--- src/rtl/fpu_divider_iterative_if.sv ---
// Operand/result handshake bundle for fpu_divider_iterative.
// The divider sits on the slave side; the issuing stage is the master.
interface fpu_divider_iterative_if #(
  parameter int EXP_WIDTH = 8,
  parameter int MAN_WIDTH = 23
);
  localparam int W = 1 + EXP_WIDTH + MAN_WIDTH;

  logic         in_valid;
  logic         in_ready;
  logic [W-1:0] in_a;
  logic [W-1:0] in_b;
  logic [1:0]   in_mode;
  logic         out_valid;
  logic         out_ready;
  logic [W-1:0] out_result;
  logic [4:0]   out_flags;

  modport master (
    output in_valid, in_a, in_b, in_mode, out_ready,
    input  in_ready, out_valid, out_result, out_flags
  );

  modport slave (
    input  in_valid, in_a, in_b, in_mode, out_ready,
    output in_ready, out_valid, out_result, out_flags
  );
endinterface

--- src/rtl/fpu_divider_iterative.sv ---
// Multi-cycle IEEE-754-style divider: radix-2 restoring mantissa division,
// four rounding modes with G/R/S, special-case bypass, one op in flight.
module fpu_divider_iterative #(
  parameter int EXP_WIDTH = 8,
  parameter int MAN_WIDTH = 23
) (
  input  logic                  clk,
  input  logic                  rst,
  fpu_divider_iterative_if.slave bus
);
  localparam int E  = EXP_WIDTH;
  localparam int N  = MAN_WIDTH;
  localparam int W  = 1 + E + N;
  localparam int CW = $clog2(N + 4) + 1;
  localparam logic [CW-1:0] CNT_LAST = CW'(N + 3);
  localparam logic [E+1:0]  BIAS     = {3'b000, {(E-1){1'b1}}};
  localparam logic [E+1:0]  EXP_ONES = {2'b00, {E{1'b1}}};
  localparam logic [E+1:0]  EXP_ONE  = {{(E+1){1'b0}}, 1'b1};

  typedef enum logic [1:0] {IDLE, DIVIDE, ROUND, DONE} state_t;
  state_t state_q, state_n;

  logic         accept;
  logic [E-1:0] ea, eb;
  logic [N-1:0] ma, mb;
  logic         a_zero, a_inf, a_nan, b_zero, b_inf, b_nan, sign_n;
  logic         spec_n;
  logic [W-1:0] spec_res_n;
  logic [4:0]   spec_flags_n;

  logic         sign_q, spec_q;
  logic [1:0]   mode_q;
  logic [E+1:0] ediff_q;
  logic [W-1:0] spec_res_q;
  logic [4:0]   spec_flags_q;
  logic [N+1:0] rem_q, rem_sub, rem_next;
  logic [N:0]   div_q;
  logic [N+3:0] quo_q;
  logic [CW-1:0] cnt_q;
  logic         qbit;
  logic         out_valid_q;
  logic [W-1:0] result_q;
  logic [4:0]   flags_q;

  logic [N+2:0] quo_n;
  logic [E+1:0] exp_adj, exp_fin;
  logic [N-1:0] man_rnd;
  logic         g_bit, r_bit, s_bit, inexact, inc, carry;
  logic [W-1:0] rnd_res;
  logic [4:0]   rnd_flags;

  assign bus.in_ready   = (state_q == IDLE) & ~rst;
  assign accept         = bus.in_valid & bus.in_ready;
  assign bus.out_valid  = out_valid_q;
  assign bus.out_result = result_q;
  assign bus.out_flags  = flags_q;

  assign ea     = bus.in_a[W-2:N];
  assign eb     = bus.in_b[W-2:N];
  assign ma     = bus.in_a[N-1:0];
  assign mb     = bus.in_b[N-1:0];
  assign sign_n = bus.in_a[W-1] ^ bus.in_b[W-1];
  // Exponent zero (including denormals) is flushed to signed zero.
  assign a_zero = (ea == '0);
  assign b_zero = (eb == '0);
  assign a_inf  = (&ea) & ~(|ma);
  assign b_inf  = (&eb) & ~(|mb);
  assign a_nan  = (&ea) & (|ma);
  assign b_nan  = (&eb) & (|mb);

  always_comb begin
    spec_n       = 1'b1;
    spec_res_n   = '0;
    spec_flags_n = '0;
    if (a_nan | b_nan) begin
      spec_res_n = '1;
    end else if ((a_zero & b_zero) | (a_inf & b_inf)) begin
      spec_res_n   = '1;
      spec_flags_n = 5'b10000;
    end else if (a_inf) begin
      spec_res_n = {sign_n, {E{1'b1}}, {N{1'b0}}};
    end else if (b_zero) begin
      spec_res_n   = {sign_n, {E{1'b1}}, {N{1'b0}}};
      spec_flags_n = 5'b01000;
    end else if (b_inf | a_zero) begin
      spec_res_n = {sign_n, {(E+N){1'b0}}};
    end else begin
      spec_n = 1'b0;
    end
  end

  assign qbit     = (rem_q >= {1'b0, div_q});
  assign rem_sub  = qbit ? (rem_q - {1'b0, div_q}) : rem_q;
  assign rem_next = {rem_sub[N:0], 1'b0};

  always_comb begin
    quo_n     = quo_q[N+3] ? quo_q[N+2:0] : {quo_q[N+1:0], 1'b0};
    exp_adj   = quo_q[N+3] ? ediff_q : (ediff_q - EXP_ONE);
    g_bit     = quo_n[2];
    r_bit     = quo_n[1];
    s_bit     = quo_n[0] | (|rem_q);
    inexact   = g_bit | r_bit | s_bit;
    case (mode_q)
      2'd0:    inc = g_bit & (r_bit | s_bit | quo_n[3]);
      2'd1:    inc = sign_q & inexact;
      2'd2:    inc = ~sign_q & inexact;
      default: inc = 1'b0;
    endcase
    {carry, man_rnd} = {1'b0, quo_n[N+2:3]} + {{N{1'b0}}, inc};
    exp_fin   = exp_adj + {{(E+1){1'b0}}, carry};
    rnd_res   = {sign_q, exp_fin[E-1:0], man_rnd};
    rnd_flags = {4'b0000, inexact};
    if ($signed(exp_fin) >= $signed(EXP_ONES)) begin
      rnd_flags = 5'b00101;
      case (mode_q)
        2'd0:    rnd_res = {sign_q, {E{1'b1}}, {N{1'b0}}};
        2'd1:    rnd_res = sign_q ? {1'b1, {E{1'b1}}, {N{1'b0}}}
                                  : {1'b0, {(E-1){1'b1}}, 1'b0, {N{1'b1}}};
        2'd2:    rnd_res = sign_q ? {1'b1, {(E-1){1'b1}}, 1'b0, {N{1'b1}}}
                                  : {1'b0, {E{1'b1}}, {N{1'b0}}};
        default: rnd_res = {sign_q, {(E-1){1'b1}}, 1'b0, {N{1'b1}}};
      endcase
    end else if ($signed(exp_fin) <= $signed({(E+2){1'b0}})) begin
      rnd_res   = {sign_q, {(E+N){1'b0}}};
      rnd_flags = 5'b00011;
    end
  end

  always_ff @(posedge clk) begin
    if (rst) state_q <= IDLE;
    else     state_q <= state_n;
  end

  always_comb begin
    state_n = state_q;
    case (state_q)
      IDLE:    if (accept) state_n = spec_n ? ROUND : DIVIDE;
      DIVIDE:  if (cnt_q == CNT_LAST) state_n = ROUND;
      ROUND:   state_n = DONE;
      DONE:    if (out_valid_q & bus.out_ready) state_n = IDLE;
      default: state_n = IDLE;
    endcase
  end

  always_ff @(posedge clk) begin
    if (rst) begin
      out_valid_q <= 1'b0;
      result_q    <= '0;
      flags_q     <= '0;
      cnt_q       <= '0;
    end else begin
      if (accept) begin
        sign_q       <= sign_n;
        mode_q       <= bus.in_mode;
        ediff_q      <= {2'b00, ea} - {2'b00, eb} + BIAS;
        spec_q       <= spec_n;
        spec_res_q   <= spec_res_n;
        spec_flags_q <= spec_flags_n;
        rem_q        <= {2'b01, ma};
        div_q        <= {1'b1, mb};
        quo_q        <= '0;
        cnt_q        <= '0;
      end
      if (state_q == DIVIDE) begin
        quo_q <= {quo_q[N+2:0], qbit};
        rem_q <= rem_next;
        cnt_q <= cnt_q + CW'(1);
      end
      if (state_q == ROUND) begin
        result_q <= spec_q ? spec_res_q : rnd_res;
        flags_q  <= spec_q ? spec_flags_q : rnd_flags;
      end
      // Valid lags DONE entry by one cycle and drops on the handshake edge.
      out_valid_q <= (state_q == DONE) & ~(out_valid_q & bus.out_ready);
    end
  end
endmodule

--- src/flat_wrapper.sv ---
// flat-port wrapper written by rule: the top's interface ports become plain ports
module fpu_divider_iterative_flat 
#(
  parameter int EXP_WIDTH = 8,
  parameter int MAN_WIDTH = 23
)
  (clk, rst, bus_in_valid, bus_in_a, bus_in_b, bus_in_mode, bus_out_ready, bus_in_ready, bus_out_valid, bus_out_result, bus_out_flags);
  fpu_divider_iterative_if #(.EXP_WIDTH(EXP_WIDTH), .MAN_WIDTH(MAN_WIDTH)) bus_i ();
  input  logic clk;
  input  logic rst;
  input wire logic [$bits(bus_i.in_valid)-1:0] bus_in_valid;
  input wire logic [$bits(bus_i.in_a)-1:0] bus_in_a;
  input wire logic [$bits(bus_i.in_b)-1:0] bus_in_b;
  input wire logic [$bits(bus_i.in_mode)-1:0] bus_in_mode;
  input wire logic [$bits(bus_i.out_ready)-1:0] bus_out_ready;
  output wire logic [$bits(bus_i.in_ready)-1:0] bus_in_ready;
  output wire logic [$bits(bus_i.out_valid)-1:0] bus_out_valid;
  output wire logic [$bits(bus_i.out_result)-1:0] bus_out_result;
  output wire logic [$bits(bus_i.out_flags)-1:0] bus_out_flags;
  assign bus_i.in_valid = bus_in_valid;
  assign bus_i.in_a = bus_in_a;
  assign bus_i.in_b = bus_in_b;
  assign bus_i.in_mode = bus_in_mode;
  assign bus_i.out_ready = bus_out_ready;
  assign bus_in_ready = bus_i.in_ready;
  assign bus_out_valid = bus_i.out_valid;
  assign bus_out_result = bus_i.out_result;
  assign bus_out_flags = bus_i.out_flags;
  fpu_divider_iterative #(.EXP_WIDTH(EXP_WIDTH), .MAN_WIDTH(MAN_WIDTH)) u_core (.clk(clk), .rst(rst), .bus(bus_i));
endmodule
--- config.mk ---
export PLATFORM = sky130hd
export DESIGN_NAME = fpu_divider_iterative_flat
export DESIGN_NICKNAME = d
export VERILOG_FILES = /design/src/rtl/fpu_divider_iterative_if.sv /design/src/rtl/fpu_divider_iterative.sv /design/src/flat_wrapper.sv
export SDC_FILE = /design/constraint.sdc
export NUM_CORES = 1
export LEC_CHECK = 0
export CAP_MARGIN = 15
export CORE_UTILIZATION = 40
export DETAILED_ROUTE_END_ITERATION = 10
export GPL_TIMING_DRIVEN = 0
export SYNTH_ARGS = -nofsm -noshare
export SYNTH_HDL_FRONTEND = slang
export SYNTH_SLANG_ARGS = --single-unit
--- constraint.sdc ---
create_clock -name clk -period 6.65 [get_ports clk]
set_clock_uncertainty 0.05 [all_clocks]
set_input_delay 1.33 -clock clk [delete_from_list [all_inputs] [get_ports clk]]
set_output_delay 1.33 -clock clk [all_outputs]
set_load 0.01 [all_outputs]
Word-level counts from Yosys, hierarchy flattened

Index checks and enable logic that the tools add are counted.

Register bits: 172
Logic and storage cells: 114
Bits of input ports: 70

Reductions and logical operators: 16
Muxes and demuxes: 35
Equal/unequal tests: 9
Order comparisons: 3
$add $sub $neg: 7
Bitwise gates (word level): 27

Operator list:

| cell                                                               | number |
|---|---|
| two-way mux 32 bit                                                 | 7 |
| case mux 32 bit (3 select lines)                                   | 1 |
| two-way mux 27 bit                                                 | 2 |
| two-way mux 25 bit                                                 | 2 |
| OR reduction 23 bit                                                | 2 |
| two-way mux 31 bit                                                 | 1 |
| two-way mux 26 bit                                                 | 1 |
| greater-or-equal comparator 25 x 24 -> 1 bit                       | 1 |
| OR reduction 25 bit                                                | 1 |
| adder 23 x 1 -> 24 bit                                             | 1 |
| two-way mux 24 bit                                                 | 1 |
| subtractor 24 bit                                                  | 1 |
| two-way mux 5 bit                                                  | 4 |
| logical NOT 8 bit                                                  | 2 |
| AND reduction 8 bit                                                | 2 |
| bitwise AND 1 bit                                                  | 13 |
| two-way mux 6 bit                                                  | 2 |
| adder 10 x 1 -> 10 bit                                             | 1 |
| adder 10 x 7 -> 10 bit, second input constant                      | 1 |
| greater-or-equal comparator 10 x 9 -> 1 bit, second input constant | 1 |
| <= comparator 10 x 1 -> 1 bit, second input constant               | 1 |
| two-way mux 10 bit                                                 | 1 |
| two-way mux 2 bit                                                  | 5 |
| subtractor 10 x 1 -> 10 bit, second input constant                 | 1 |
| other kinds (21)                                                   | 42 |

Logic depth before layout (Yosys ltp)

Depth after elaboration: 12
Mapped depth: 29

Worst setup path after synthesis

Ideal clock, no wire load.

Path type: register to register
From: register u_core.quo_q[26]
To: register u_core.result_q[11] (netlist: u_core.bus.out_result[11])
Arrival: 6.019 ns
Setup slack: 0.459 ns
Buffers on the path: 6
Setup time: 0.122 ns
Cell stages (with the launch flop): 28
Clock period less this slack: 6.191 ns
Required time: 6.478 ns
Cells stage by stage: edfxtp_1 -> buf_6 -> buf_2 -> buf_1 -> buf_1 -> mux2i_1 -> o21a_1 -> a211oi_1 -> ha_1 -> and4_1 -> and4_1 -> clkbuf_1 -> and3_1 -> and3_1 -> nand3_1 -> nor2_1 -> and3_1 -> ha_1 -> ha_1 -> or2_2 -> or4b_1 -> mux2i_1 -> nand4_1 -> and4b_1 -> o221a_4 -> and3_4 -> buf_6 -> a221o_1

Longest elaborated chain between the ends: 12

RTL lines:

| what                            | RTL line                     | source |
|---|---|---|
| start: declaration              | fpu_divider_iterative.sv:38  | `logic [N+3:0] quo_q;` |
| start signal: assignment        | fpu_divider_iterative.sv:165 | `quo_q <= {quo_q[N+2:0], qbit};` |
| two-way mux 26 bit              | fpu_divider_iterative.sv:97  | `quo_n = quo_q[N+3] ? quo_q[N+2:0] : {quo_q[N+1:0], 1'b0};` |
| OR 1 bit                        | fpu_divider_iterative.sv:101 | `s_bit = quo_n[0] \| (\|rem_q);` |
| OR 1 bit (2 in a row)           | fpu_divider_iterative.sv:104 | `2'd0: inc = g_bit & (r_bit \| s_bit \| quo_n[3]);` |
| bitwise AND 1 bit               | fpu_divider_iterative.sv:104 |  |
| case mux 1 bit (3 select lines) | fpu_divider_iterative.sv:103 | `case (mode_q)` |
| adder 23 x 1 -> 24 bit          | fpu_divider_iterative.sv:109 | `{carry, man_rnd} = {1'b0, quo_n[N+2:3]} + {{N{1'b0}}, inc};` |
| adder 10 x 1 -> 10 bit          | fpu_divider_iterative.sv:110 | `exp_fin = exp_adj + {{(E+1){1'b0}}, carry};` |
| <= comparator 10 x 1 -> 1 bit   | fpu_divider_iterative.sv:123 | `end else if ($signed(exp_fin) <= $signed({(E+2){1'b0}})) begin` |
| two-way mux 31 bit              | fpu_divider_iterative.sv:123 |  |
| two-way mux 32 bit (*)          | fpu_divider_iterative.sv:113 | `if ($signed(exp_fin) >= $signed(EXP_ONES)) begin` |
| two-way mux 32 bit (*)          | fpu_divider_iterative.sv:170 | `result_q <= spec_q ? spec_res_q : rnd_res;` |
| end signal: assignment          | fpu_divider_iterative.sv:170 |  |
| end: declaration                | fpu_divider_iterative.sv:42  | `logic [W-1:0] result_q;` |

Mark *: on every way between the ends. The rest lies on a longest branch, timed or not.
A chain may end at the register's enable or synchronous reset.

Worst setup path in the final report

From: register u_core.rem_q[11]
To: register u_core.result_q[3] (netlist: u_core.bus.out_result[3])

Longest elaborated chain between the ends: 12

RTL lines:

| what                                | RTL line                     | source |
|---|---|---|
| start: declaration                  | fpu_divider_iterative.sv:36  | `logic [N+1:0] rem_q, rem_sub, rem_next;` |
| start signal: assignment            | fpu_divider_iterative.sv:159 | `rem_q <= {2'b01, ma};` |
| start signal: assignment            | fpu_divider_iterative.sv:166 | `rem_q <= rem_next;` |
| OR reduction 25 bit (*)             | fpu_divider_iterative.sv:101 |  |
| OR 1 bit (*)                        | fpu_divider_iterative.sv:101 |  |
| OR 1 bit (2 in a row)               | fpu_divider_iterative.sv:104 |  |
| bitwise AND 1 bit                   | fpu_divider_iterative.sv:104 |  |
| case mux 1 bit (3 select lines) (*) | fpu_divider_iterative.sv:103 |  |
| adder 23 x 1 -> 24 bit (*)          | fpu_divider_iterative.sv:109 |  |
| adder 10 x 1 -> 10 bit              | fpu_divider_iterative.sv:110 |  |
| <= comparator 10 x 1 -> 1 bit       | fpu_divider_iterative.sv:123 |  |
| two-way mux 31 bit                  | fpu_divider_iterative.sv:123 |  |
| two-way mux 32 bit (*)              | fpu_divider_iterative.sv:113 |  |
| two-way mux 32 bit (*)              | fpu_divider_iterative.sv:170 |  |

Marked as above.

==> flow_summary.yaml <==
clocking:
  numCtsBuffers: 17
  clockRootBuffer: "clkbuf_16"
  cts-hold-fix-buffers: 0
  clk_latency_ns: 0.44
  htreeDepth: 4
  cts_tree: "built"
  clockBufferDepth: 2
  cts_sinks: 140
  clkTransAtPathRegs_ns: 0.07
detailed_routing:
  drcViolationCount: 0
  vias_per_cell: 5.516
  first_pass_iters: 8
  wl_mm: 25.52
  drt-initial-drc-count: 639
  antenna_left: 0
  routedWlPerCell_um: 17.24
  num_vias: 8163
run_status:
  status: "finished clean"
worst_setup_path:
  cp_top_family: "simple AND/OR/NAND/NOR gates"
  worst-path-buf-inv: 1
  cp_max_fo: 10
  crit_type: "flop to flop"
  cp-start-kind: "flop"
  worstPathArrival_ns: 6.61
  end_kind: "flop"
  worstPathRequired_ns: 6.91
  slowest_stage: "nor4_1"
  path_cells: "nor4_1 -> nand3_1 -> nor2_1 -> o21a_1 -> a211oi_1 -> ha_2 -> and4_1 -> and4_2 -> and3_1 -> and3_2 -> nand3_1 -> nor2_1 -> and3_1 -> ha_1 -> ha_1 -> or2_2 -> or4b_1 -> mux2i_1 -> nand4_1 -> and4b_1 -> o221a_4 -> nor2b_1 -> buf_2 -> a211o_1"
  cp_slowest_stage_delay_ns: 0.50
yosys:
  syn_area_um2: 9359
  async_reset_ff_frac: 0
  yosysTopAreaCell: "edfxtp_1"
  ys_types: 77
  netlist.area_leader.share: 0.3016
  synth_edf_count: 94
  ys_seq_area_frac: 0.4000
  ys.flop_type: "edfxtp_1"
  syn_inst: 1028
  avgSynthCellArea_um2: 9.104
  yosysWarnings: 0
  synth_seq_cells: 140
  ys_top_cells_by_area: "edfxtp_1 (30%), dfxtp_1 (9.8%), ha_1 (6.3%)"
  synth_fp_nets: 1147
finish:
  num_antenna_cells: 0
  areaGrowthSynthToFinish_pct: 22.79
  design_area_um2: 11490
  layout-drive-gt1-share: 0.05827
  nets: 1273
power_and_ir_drop:
  p_leak_nw: 4.408
  swShare: 0.3571
  pwr-share-comb: 0.354
  power.internal_mw: 2.210
  switchingPower_mw: 1.228
  power_density_nw_per_um2: 299.1
  p_seq_frac: 0.353
  ir_drop_v: 0.0001565
  pwr-share-clk: 0.292
global_routing:
  grt_overflow: 0
  grt_max_degree: 45
  grt_pass1_vias: 7628
  antenna_found_initial: 0
  grt_pass1_wl_mm: 40.77
  grt_usage: 0.2183
timing:
  finalCriticalPeriod_ns: 6.345
  finalCritPeriodShare: 0.9541
  slew_headroom: 0.3702
  finalSetupTns_ns: 0
  rsz0062_at_grt: "no"
  setup_viol: 0
  slew_violations: 0
  worstMarginPinSlew_ns: 0.9324
  finalWorstSetupSlack_ns: 0.3050
  fmax_mhz: 157.6
  hold_violations: 0
  holdWs_ns: 0.4094
die:
  rows: 55
  die_h_um: 155.0
  die-width_um: 155.0
  core_um2: 22780
  io_pins: 109
  dieArea_um2: 24010
  start_util: 0.4109
placement:
  gp_congestion: 0.8893
  post-place-ws_ns: -0.6961
  placed_area_um2: 10850
  port-buffer-count: 107
  hpwl_mm: 19.50
min_path:
  holdCritPathClass: "flop to flop"
flow_run:
  drv_cap: 0
what timing repair did:
action,CTS,global route
endpoints found under the setup margin,33,26
pin swaps,0,1
setup buffers,0,2
gates resized for setup,1,5
cells in the final DEF (no fill, tap or decap), drive strengths merged, types with 22 or more instances in the layout:
cell type      synthesis  final
nand2                107    107
clkdlybuf4s50          0    107
edfxtp                94     94
nor2                  84     84
inv                   65     70
a21oi                 57     57
clkbuf                34     57
ha                    47     47
xnor2                 46     46
dfxtp                 46     46
o21ai                 43     43
and2                  32     32
nor4                  28     28
nand3                 26     26
xor2                  23     23
nor3                  22     22
state kept, by name, summed over array words and instances, names as in the netlist, 2 cells and up:
register               cells
u_core.ediff_q            10
u_core.mode_q              2
u_core.state_q             2
u_core.div_q              23
u_core.bus.out_result     32
u_core.cnt_q               6
u_core.spec_flags_q        2
u_core.bus.out_flags       5
u_core.spec_res_q          3
u_core.rem_q              25
u_core.quo_q              27
synthesized netlist by cell type (20+ instances only):
| library cell | number |
|---|---|
| nand2_1 | 107 |
| edfxtp_1 | 94 |
| nor2_1 | 84 |
| inv_1 | 64 |
| a21oi_1 | 57 |
| ha_1 | 47 |
| dfxtp_1 | 46 |
| xnor2_1 | 46 |
| o21ai_0 | 43 |
| clkbuf_1 | 34 |
| and2_1 | 31 |
| nor4_1 | 27 |
| nand3_1 | 26 |
| xor2_1 | 23 |
| nor3_1 | 21 |
| a31oi_1 | 20 |
area by class of cell:
cell class,instances,area (µm²)
sequential,140,3744
fill,2198,11290
multi-input combinational,776,5194
tap,313,391.6
buffer,44,188.9
clock buffer,23,533.0
timing repair buffer,110,1106
inverter,65,244.0
clock inverter,9,91.34
worst register-to-register path: cells and delay by family, from the launching register on:
family                   cells  cell delay, ns
AND/OR/NAND/NOR             15            3.72
adder cells (fa/ha/maj)      3            0.81
buffers and inverters        1            0.20
multiplexers                 1            0.19
AO/OA/AOI/OAI                4            0.83
flip-flops                   1            0.42
stage by stage:
step,power [mW],std cells,util
3_3_place_gp,2.421,1448,0.4751
3_5_place_dp,2.435,1449,0.4763
5_1_grt,3.634,1480,0.5045
4_1_cts,3.442,1479,0.5034
6_report,3.438,1480,0.5045
2_1_floorplan,2.025,1028,-
routing by layer:
| metal | global-route usage | part of all wire |
|---|---|---|
| met5 | 0 | 0 |
| met3 | 0.03036 | 0.047 |
| met1 | 0.3108 | 0.48 |
| met2 | 0.3308 | 0.45 |
| met4 | 0.09241 | 0.027 |
worst paths after layout:
| check | start | end | slack [ns] | cells after the start |
|---|---|---|---|---|
| max | u_core.rem_q[11]$_DFFE_PP_ | u_core.bus.out_result[3]$_SDFFE_PP0P_ | 0.30 | 24 |
| min | u_core.bus.out_flags[0]$_SDFFE_PP0P_ | u_core.bus.out_flags[0]$_SDFFE_PP0P_ | 0.41 | 1 |
| max reg2reg | u_core.rem_q[11]$_DFFE_PP_ | u_core.bus.out_result[3]$_SDFFE_PP0P_ | 0.30 | 24 |
| min reg2reg | u_core.bus.out_flags[0]$_SDFFE_PP0P_ | u_core.bus.out_flags[0]$_SDFFE_PP0P_ | 0.41 | 1 |
logic make-up (layout without fill, tap and decap cells):
family | after synthesis | count (layout) | synth area share
fa+ha+maj | 49 | 49 | 0.06711
mux | 23 | 23 | 0.02540
flops | 140 | 140 | 0.4000
compound gates | 239 | 239 | 0.1771
xor+xnor | 70 | 70 | 0.06698
simple gates | 395 | 395 | 0.2162
buf+inv | 112 | 251 | 0.04719
power by group through the flow:
stage               registers, mW  logic (mW)  clock network [mW]
floorplan                    1.21       0.813                   0
global placement             1.24        1.18                   0
detailed placement           1.23        1.20                   0
CTS                          1.21        1.21                1.02
global route                 1.23        1.35                1.05
finish                       1.21        1.22                1.01
No activity file was read; power rests on OpenSTA's default activity.
